===== src/rtl/stim_pattern_driver.sv =====
// Stimulus pattern driver: walks an LFSR through NUM_PATTERNS stimulus
// vectors and holds each one for SETTLE_CYCLES+1 cycles. It then folds the
// subcircuit response bit into a MISR, and the final MISR value is the run
// signature.
//
// Handshake: start and seed_load are single-cycle requests sampled on the
// rising clock edge. They are acted on only while the FSM is idle (IDLE or
// DONE) and are silently dropped while busy=1. If both arrive in the same
// cycle, the seed is loaded first and the new run uses the new seed.
// dut_resp is sampled only on the edge that ends a CAPTURE cycle.
// dbg_state_o exposes the raw FSM state for external checkers.
module stim_pattern_driver #(
    parameter int          NUM_PATTERNS  = 256,
    parameter int          SETTLE_CYCLES = 2,
    parameter logic [15:0] SEED          = 16'hACE1
) (
    input  logic        I1470_clk,
    input  logic        I1477_rst,
    input  logic        start,
    input  logic        seed_load,
    input  logic [15:0] seed_in,
    input  logic        dut_resp,
    output logic [4:0]  stim_out,
    output logic        stim_valid,
    output logic        busy,
    output logic        done,
    output logic [15:0] signature,
    output logic [2:0]  dbg_state_o
);

    typedef enum logic [2:0] {
        S_IDLE    = 3'd0,
        S_DRIVE   = 3'd1,
        S_SETTLE  = 3'd2,
        S_CAPTURE = 3'd3,
        S_DONE    = 3'd4
    } state_t;

    localparam logic [15:0] LAST_PAT    = 16'(NUM_PATTERNS - 1);
    localparam logic [3:0]  SETTLE_INIT = 4'(SETTLE_CYCLES - 1);
    // An all-zero LFSR would never leave zero, so zero seeds become 1.
    localparam logic [15:0] RESET_LFSR  = (SEED == 16'h0000) ? 16'h0001 : SEED;

    state_t      state_q, state_d;
    logic [15:0] lfsr_q, lfsr_d;
    logic [15:0] misr_q, misr_d;
    logic [15:0] pat_cnt_q, pat_cnt_d;
    logic [3:0]  settle_cnt_q, settle_cnt_d;
    logic [4:0]  stim_out_q, stim_out_d;
    logic        stim_valid_q, stim_valid_d;
    logic        busy_q, busy_d;
    logic        done_q, done_d;

    logic        lfsr_fb;
    logic        misr_fb;

    assign lfsr_fb = lfsr_q[0] ^ lfsr_q[2] ^ lfsr_q[3] ^ lfsr_q[5];
    assign misr_fb = misr_q[0] ^ misr_q[2] ^ misr_q[3] ^ misr_q[5];

    // Next-state logic for the FSM, counters, LFSR and MISR.
    always_comb begin
        state_d      = state_q;
        lfsr_d       = lfsr_q;
        misr_d       = misr_q;
        pat_cnt_d    = pat_cnt_q;
        settle_cnt_d = settle_cnt_q;
        case (state_q)
            S_IDLE, S_DONE: begin
                if (seed_load) begin
                    lfsr_d = (seed_in == 16'h0000) ? 16'h0001 : seed_in;
                end
                if (start) begin
                    state_d   = S_DRIVE;
                    pat_cnt_d = 16'h0000;
                    misr_d    = 16'h0000;
                end
            end
            S_DRIVE: begin
                state_d      = S_SETTLE;
                settle_cnt_d = SETTLE_INIT;
            end
            S_SETTLE: begin
                if (settle_cnt_q == 4'd0) begin
                    state_d = S_CAPTURE;
                end else begin
                    settle_cnt_d = settle_cnt_q - 4'd1;
                end
            end
            S_CAPTURE: begin
                misr_d    = {misr_fb ^ dut_resp, misr_q[15:1]};
                lfsr_d    = {lfsr_fb, lfsr_q[15:1]};
                pat_cnt_d = pat_cnt_q + 16'd1;
                state_d   = (pat_cnt_q == LAST_PAT) ? S_DONE : S_DRIVE;
            end
            default: begin
                state_d = S_IDLE;
            end
        endcase
    end

    // Output values for the next cycle, derived from the next state so the
    // outputs can be registered without adding a cycle of latency.
    always_comb begin
        stim_valid_d = (state_d == S_DRIVE) || (state_d == S_SETTLE);
        stim_out_d   = stim_valid_d ? lfsr_d[4:0] : 5'b00000;
        busy_d       = stim_valid_d || (state_d == S_CAPTURE);
        done_d       = (state_d == S_DONE);
    end

    // State and output registers, with synchronous reset overriding all requests.
    always_ff @(posedge I1470_clk) begin
        if (I1477_rst) begin
            state_q      <= S_IDLE;
            lfsr_q       <= RESET_LFSR;
            misr_q       <= 16'h0000;
            pat_cnt_q    <= 16'h0000;
            settle_cnt_q <= 4'd0;
            stim_out_q   <= 5'b00000;
            stim_valid_q <= 1'b0;
            busy_q       <= 1'b0;
            done_q       <= 1'b0;
        end else begin
            state_q      <= state_d;
            lfsr_q       <= lfsr_d;
            misr_q       <= misr_d;
            pat_cnt_q    <= pat_cnt_d;
            settle_cnt_q <= settle_cnt_d;
            stim_out_q   <= stim_out_d;
            stim_valid_q <= stim_valid_d;
            busy_q       <= busy_d;
            done_q       <= done_d;
        end
    end

    assign stim_out    = stim_out_q;
    assign stim_valid  = stim_valid_q;
    assign busy        = busy_q;
    assign done        = done_q;
    assign signature   = misr_q;
    assign dbg_state_o = state_q;

endmodule


===== config.mk =====
export PLATFORM = sky130hd
export DESIGN_NAME = stim_pattern_driver
export DESIGN_NICKNAME = d
export VERILOG_FILES = /design/src/rtl/stim_pattern_driver.sv
export SDC_FILE = /design/constraint.sdc
export NUM_CORES = 1
export LEC_CHECK = 0
export ABC_AREA = 1
export CAP_MARGIN = 20
export CORE_AREA = 8 8 85 87
export DETAILED_ROUTE_END_ITERATION = 7
export DIE_AREA = 0 0 93 95
export PLACE_DENSITY = 0.82
export SLEW_MARGIN = 20
export SYNTH_ARGS = -nofsm -noshare
export SYNTH_HDL_FRONTEND = slang
export SYNTH_SLANG_ARGS = --single-unit

===== constraint.sdc =====
create_clock -name I1470_clk -period 2.6 [get_ports I1470_clk]
set_input_delay 0.65 -clock I1470_clk [delete_from_list [all_inputs] [get_ports I1470_clk]]
set_output_delay 0.65 -clock I1470_clk [all_outputs]
set_load 0.005 [all_outputs]

==> impl_metrics.toml, run 1 <==
[synthesis]
postSynthRegisterBits = 63
yosys_warnings = 0
synthXorXnorAreaFrac = 0.01527
yosysUniqueCellTypes = 32
synth_edf_count = 0
avgSynthCellArea_um2 = 6.877
synth_common_cells = "nand2_1 (143), dfxtp_1 (63), inv_1 (43)"
synthFlopType = "dfxtp_1"
synthesis.area_um2 = 2868
synth_top_cell_by_area = "dfxtp_1"
synth_compound_area_frac = 0.1309
ys_seq_area_frac = 0.4398
synth_top_family_by_area = "simple AND/OR/NAND/NOR gates"
async_flop_share = 0
synth.area.mux_share = 0
netlist.area_leader.share = 0.4398
netlist_top_cells_area = "dfxtp_1 (44%), nand2_1 (19%), a21oi_1 (7.0%), inv_1 (5.6%), nor2_1 (5.0%)"
syn_inst = 417
syn_nets = 440
synth_most_common_cell = "nand2_1"
synthSimpleGateAreaFrac = 0.3168
synth-adder-area-share = 0.008726

[cts]
post_cts_resized = 0
cts_inserted_buffers = 9
clock_sinks = 63
cts-root-buf = "clkbuf_8"
cts_htree_levels = 3
clkLatencyLatePin_ns = 0.34
cts_tree = "done"
post-cts-setup-buffers = 0
clkTransAtPathRegs_ns = 0.06
postCtsHoldBufs = 0
clockBufferDepth = 2

[setup_path]
critPathTopFamily = "buffers and inverters"
crit_start = "signature[2]$_SDFFE_PP0P_"
crit_slowest_cell = "clkdlybuf4s50_1"
critPathBufInv = 1
r2r-start = "dbg_state_o[2]$_SDFF_PP0_"
crit_type = "reg -> out"
crit_path_max_fanout = 5
worst-r2r-cell-count = 6
crit_path_end = "signature[2]"
end_kind = "output pin"
reg2reg_to = "pat_cnt_q[0]$_SDFFE_PP0P_"
regToRegSetupSlack_ns = 0.84
path_depth = 1
start_kind = "flop"
cp.required_ns = 1.95
slowest_delay_ns = 0.55
critical_path_arrival_ns = 1.31
worstPathCellList = "clkdlybuf4s50_1"

[timing]
fin_crit_ns = 1.958
skew_ns = 0.004331
report.final.slew_viol_count = 0
fmax_ghz = 0.5108
finalSetupTns_ns = 0
setup_violations = 0
tightest_slew_ns = 0.6333
rsz0062_at_grt = "false"
finalHoldViolCount = 0
finalCritPeriodShare = 0.7530
slew_headroom = 0.5774
holdWs_ns = 0.4762

[grt]
grt_pass1_vias = 2605
grt_max_degree = 37
grt_pass1_wl_mm = 11.34
grt_overflow_total = 0
antenna_found_initial = 0
track_usage = 0.1571

[floorplanning]
dieArea_um2 = 8835
die-width_um = 93
rows = 28
ios = 48
start_util = 0.4931
coreArea_um2 = 5816
dieHeight_um = 95

[routing]
viasPerCell = 5.128
ant_nets = 0
drtPass1Iterations = 5
vias = 2769
drt_iter0_drc = 151
drc = 0
wire_per_inst_um = 12.18
wl_mm = 6.576

[place]
dpl.hpwl_mm = 4.682
dp_cells = 527
port_buffers = 47
place_area_um2 = 3377
gp_congestion = 0.8409

[cells_and_area]
final_cells = 540
drive_gt1_frac = 0.06022
finalNetCount = 486
nFillCells = 547
multi_input_area_um2 = 1353
diodes = 0
syn2layout_area_growth_pct = 23.69
regArea_um2 = 1261
design_area_um2 = 3547

[power]
p_leak_uw = 0.001377
peakVddDrop_uv = 353.9
powerDensity_nw_per_um2 = 607.5

[flow_run]
maxCapViolCount = 0

[run_status]
outcome = "finished clean"

[worst_hold_path]
hold_start = "signature[7]$_SDFFE_PP0P_"
hold_class = "reg -> reg"
layout by cell type (no fill, tap or decap), types with 2 or more instances in the layout:
cell type	count
nand2_1	143
dfxtp_1	63
clkdlybuf4s50_1	47
inv_1	43
a21oi_1	40
nor2_1	38
nand3_1	21
clkbuf_8	12
o21ai_0	11
nand4_1	6
inv_2	4
a31oi_1	4
xnor2_1	3
buf_4	3
nand3_2	2
o2111ai_1	2
o22ai_1	2
or2_1	2
o211ai_1	2
xor2_1	2
o21ai_1	2
a211oi_2	2
ha_1	2
how the worst min path moves through the flow:
stage / end / slack [ns] / depth (start not counted)
2_1_floorplan: lfsr_q[10]$_SDFFE_PP1P_ / 0.43 / 2
3_3_place_gp: lfsr_q[7]$_SDFFE_PP1P_ / 0.45 / 2
3_5_place_dp: lfsr_q[10]$_SDFFE_PP1P_ / 0.47 / 2
4_1_cts: settle_cnt_q[3]$_SDFFE_PP0P_ / 0.48 / 2
5_1_grt: settle_cnt_q[3]$_SDFFE_PP0P_ / 0.49 / 2
6_report: signature[7]$_SDFFE_PP0P_ / 0.48 / 2
cell type report:
cell class / instances / area share
multi-input combinational: 292 / 0.3813
inverter: 47 / 0.04974
timing repair buffer: 50 / 0.1390
clock buffer: 12 / 0.04656
tap: 75 / 0.02646
sequential: 63 / 0.3556
clock inverter: 1 / 0.001411
state kept, by name, summed over array words and instances, names as in the netlist:
signal / count
dbg_state_o: 3
signature: 16
stim_out: 5
busy: 1
done: 1
lfsr_q: 16
settle_cnt_q: 4
stim_valid: 1
pat_cnt_q: 16
layer usage:
metal | part of all wire | wire, um | track usage | up-vias
met3 | 0.060 | 396 | 0.04127 | 16
met5 | 0 | 0 | 0 | -
li1 | - | - | - | 1413
met4 | 0.023 | 150 | 0.09262 | 0
met1 | 0.43 | 2810 | 0.1787 | 1256
met2 | 0.49 | 3217 | 0.2615 | 84
where the power goes:
group	internal (uW)	total (uW)	switching [uW]
Sequential	1030	1070	36.1
Combinational	145	347	202
Clock	406	743	337
Total	1580	2150	574
cell families (layout without fill, tap and decap cells):
group	count (synthesis)	count (layout)
flops	63	63
fa+ha+maj	2	2
buf+inv	62	110
simple gates	218	218
compound gates	67	67
xor+xnor	5	5
metrics by stage:
step	power, uW	util	setup WS, ns
CTS	2173	0.6099	0.6128
global placement	1420	0.5807	0.5438
finish	2155	0.6099	0.6423
global route	2267	0.6099	0.5714
floorplan	1309	-	1.107
detailed placement	1432	0.5807	0.5085
No activity file was read; power rests on OpenSTA's default activity.
==> inputs of run 2 (changes only) <==
--- a/config.mk
+++ b/config.mk
@@ -7,9 +7,9 @@
 export LEC_CHECK = 0
 export ABC_AREA = 1
 export CAP_MARGIN = 20
-export CORE_AREA = 8 8 85 87
+export CORE_AREA = 8 8 87 89
 export DETAILED_ROUTE_END_ITERATION = 7
-export DIE_AREA = 0 0 93 95
+export DIE_AREA = 0 0 95 97
 export PLACE_DENSITY = 0.82
 export SLEW_MARGIN = 20
 export SYNTH_ARGS = -nofsm -noshare
==> constraint.sdc (replaced) <==
create_clock -name I1470_clk -period 1.6 [get_ports I1470_clk]
set_input_delay 0.4 -clock I1470_clk [delete_from_list [all_inputs] [get_ports I1470_clk]]
set_output_delay 0.4 -clock I1470_clk [all_outputs]
set_load 0.005 [all_outputs]
==> run 2 against run 1 <==
Net effect:
- die area is 4.3% higher
- global-route usage is 0.067 points lower
- core utilization grew 0.53 points
- clock-buffer cell count is 2 higher
- largest power group unchanged
==> impl_metrics.toml, run 2 (synthesis results as in run 1) <==
[timing]
rsz0062_at_grt = "false"
finalCritPeriodShare = 0.9847
finalSetupTns_ns = 0
report.final.slew_viol_count = 0
holdWs_ns = 0.4654
skew_ns = 0.005302
setup_violations = 0
fmax_ghz = 0.6347
fin_crit_ns = 1.575
finalHoldViolCount = 0
tightest_slew_ns = 0.2526
slew_headroom = 0.8314

[run_status]
outcome = "finished clean"

[routing]
ant_nets = 0
vias = 2912
wl_mm = 6.996
drc = 0
drtPass1Iterations = 4
drt_iter0_drc = 203
wire_per_inst_um = 12.40
viasPerCell = 5.163

[power]
peakVddDrop_uv = 700.6
p_comb_frac = 0.180
powerDensity_nw_per_um2 = 1010
p_leak_uw = 0.001688
swShare = 0.2603
seq_power_share = 0.449
switchingPower_uw = 1003
intPower_uw = 2852
p_clk_frac = 0.371

[floorplanning]
dieArea_um2 = 9215
coreArea_um2 = 6205
dieHeight_um = 97
ios = 48
start_util = 0.4622
die-width_um = 95
rows = 29

[cells_and_area]
drive_gt1_frac = 0.1253
syn2layout_area_growth_pct = 33.12
final_cell_mix = "nand2_1 (143), dfxtp_1 (52), inv_1 (43)"
design_area_um2 = 3817
nFillCells = 555
diodes = 0
final_common_cell = "nand2_1"
finalNetCount = 505
final_cells = 564

[grt]
grt_max_degree = 29
grt_pass1_vias = 2757
antenna_found_initial = 0
grt_pass1_wl_mm = 12.03
grt_overflow_total = 0
track_usage = 0.1565

[cts]
cts_inserted_buffers = 9
clock_sinks = 63
cts-root-buf = "clkbuf_8"
clkTransAtPathRegs_ns = 0.07
postCtsHoldBufs = 0
clkLatencyLatePin_ns = 0.33
cts_tree = "done"
post-cts-setup-buffers = 0
clockBufferDepth = 2
cts_htree_levels = 3

[setup_path]
critPathBufInv = 1
start_kind = "flop"
slowest_delay_ns = 0.50
crit_type = "reg -> out"
crit_path_max_fanout = 2
end_kind = "output pin"
critical_path_arrival_ns = 1.18
worstPathCellList = "clkdlybuf4s50_1"
cp.required_ns = 1.20
critPathTopFamily = "buffers and inverters"
crit_slowest_cell = "clkdlybuf4s50_1"

[place]
port_buffers = 47
dpl.hpwl_mm = 5.105
gp_congestion = 0.8492
dp_cells = 548
place_area_um2 = 3572

[worst_hold_path]
hold_class = "reg -> reg"

[flow_run]
maxCapViolCount = 0
==> run 2: cell count changes in the layout (fill, tap and decap cells not counted), sizes merged <==
cell           before  now
buf                 3   22
bufinv              0    1
clkbuf             12   14
clkdlybuf4s50      47   29
clkinv              1    0
clkinvlp            0    1
dlygate4sd2         0   11
dlymetal6s2s        0    7
==> run 2: metrics by stage <==
step | setup WS (ns) | util | power, uW
CTS | 0.001689 | 0.6100 | 3871
finish | 0.02453 | 0.6152 | 3855
detailed placement | -0.1454 | 0.5757 | 2450
floorplan | 0.2878 | - | 2128
global route | 0.002890 | 0.6152 | 4045
global placement | -0.06363 | 0.5757 | 2426
==> run 2: worst paths after layout <==
kind	startpoint	slack, ns	endpoint	cells after the start
worst min register to register	lfsr_q[10]$_SDFFE_PP1P_	0.47	lfsr_q[10]$_SDFFE_PP1P_	2
worst max-delay path	signature[2]$_SDFFE_PP0P_	0.02	signature[2]	1
worst max register to register	pat_cnt_q[0]$_SDFFE_PP0P_	0.11	stim_out[4]$_SDFF_PP0_	8
worst min-delay path	lfsr_q[10]$_SDFFE_PP1P_	0.47	lfsr_q[10]$_SDFFE_PP1P_	2
==> run 2: power groups by stage <==
stage          Clock, uW  Combinational [uW]  Sequential [uW]
3_3_place_gp           0                 665             1760
4_1_cts             1450                 686             1730
3_5_place_dp           0                 687             1760
2_1_floorplan          0                 372             1760
5_1_grt             1530                 777             1740
6_report            1430                 694             1730
==> run 2: area by class of cell <==
class	count	area, um2	share of cell area
multi-input cells	292	1368	0.3582
flip-flops and latches	63	1277	0.3346
repair buffers	69	689.4	0.1806
inverters	47	176.4	0.04621
clock buffers	14	172.7	0.04523
well taps	77	96.34	0.02524
clock inverters	2	37.54	0.009833
==> run 2: timing repair <==
| action | CTS | global route |
|---|---|---|
| cloned | 0 | 0 |
| gates resized for setup | 23 | 10 |
| setup endpoints to repair | 17 | 15 |
| pin swaps | 0 | 0 |
==> run 2: metal layers <==
metal,GRT usage,vias up,wire length (um)
met5,0,-,0
met4,0.06851,0,143
met3,0.03168,16,334
met2,0.2677,88,3623
met1,0.1810,1351,2894
li1,-,1457,-
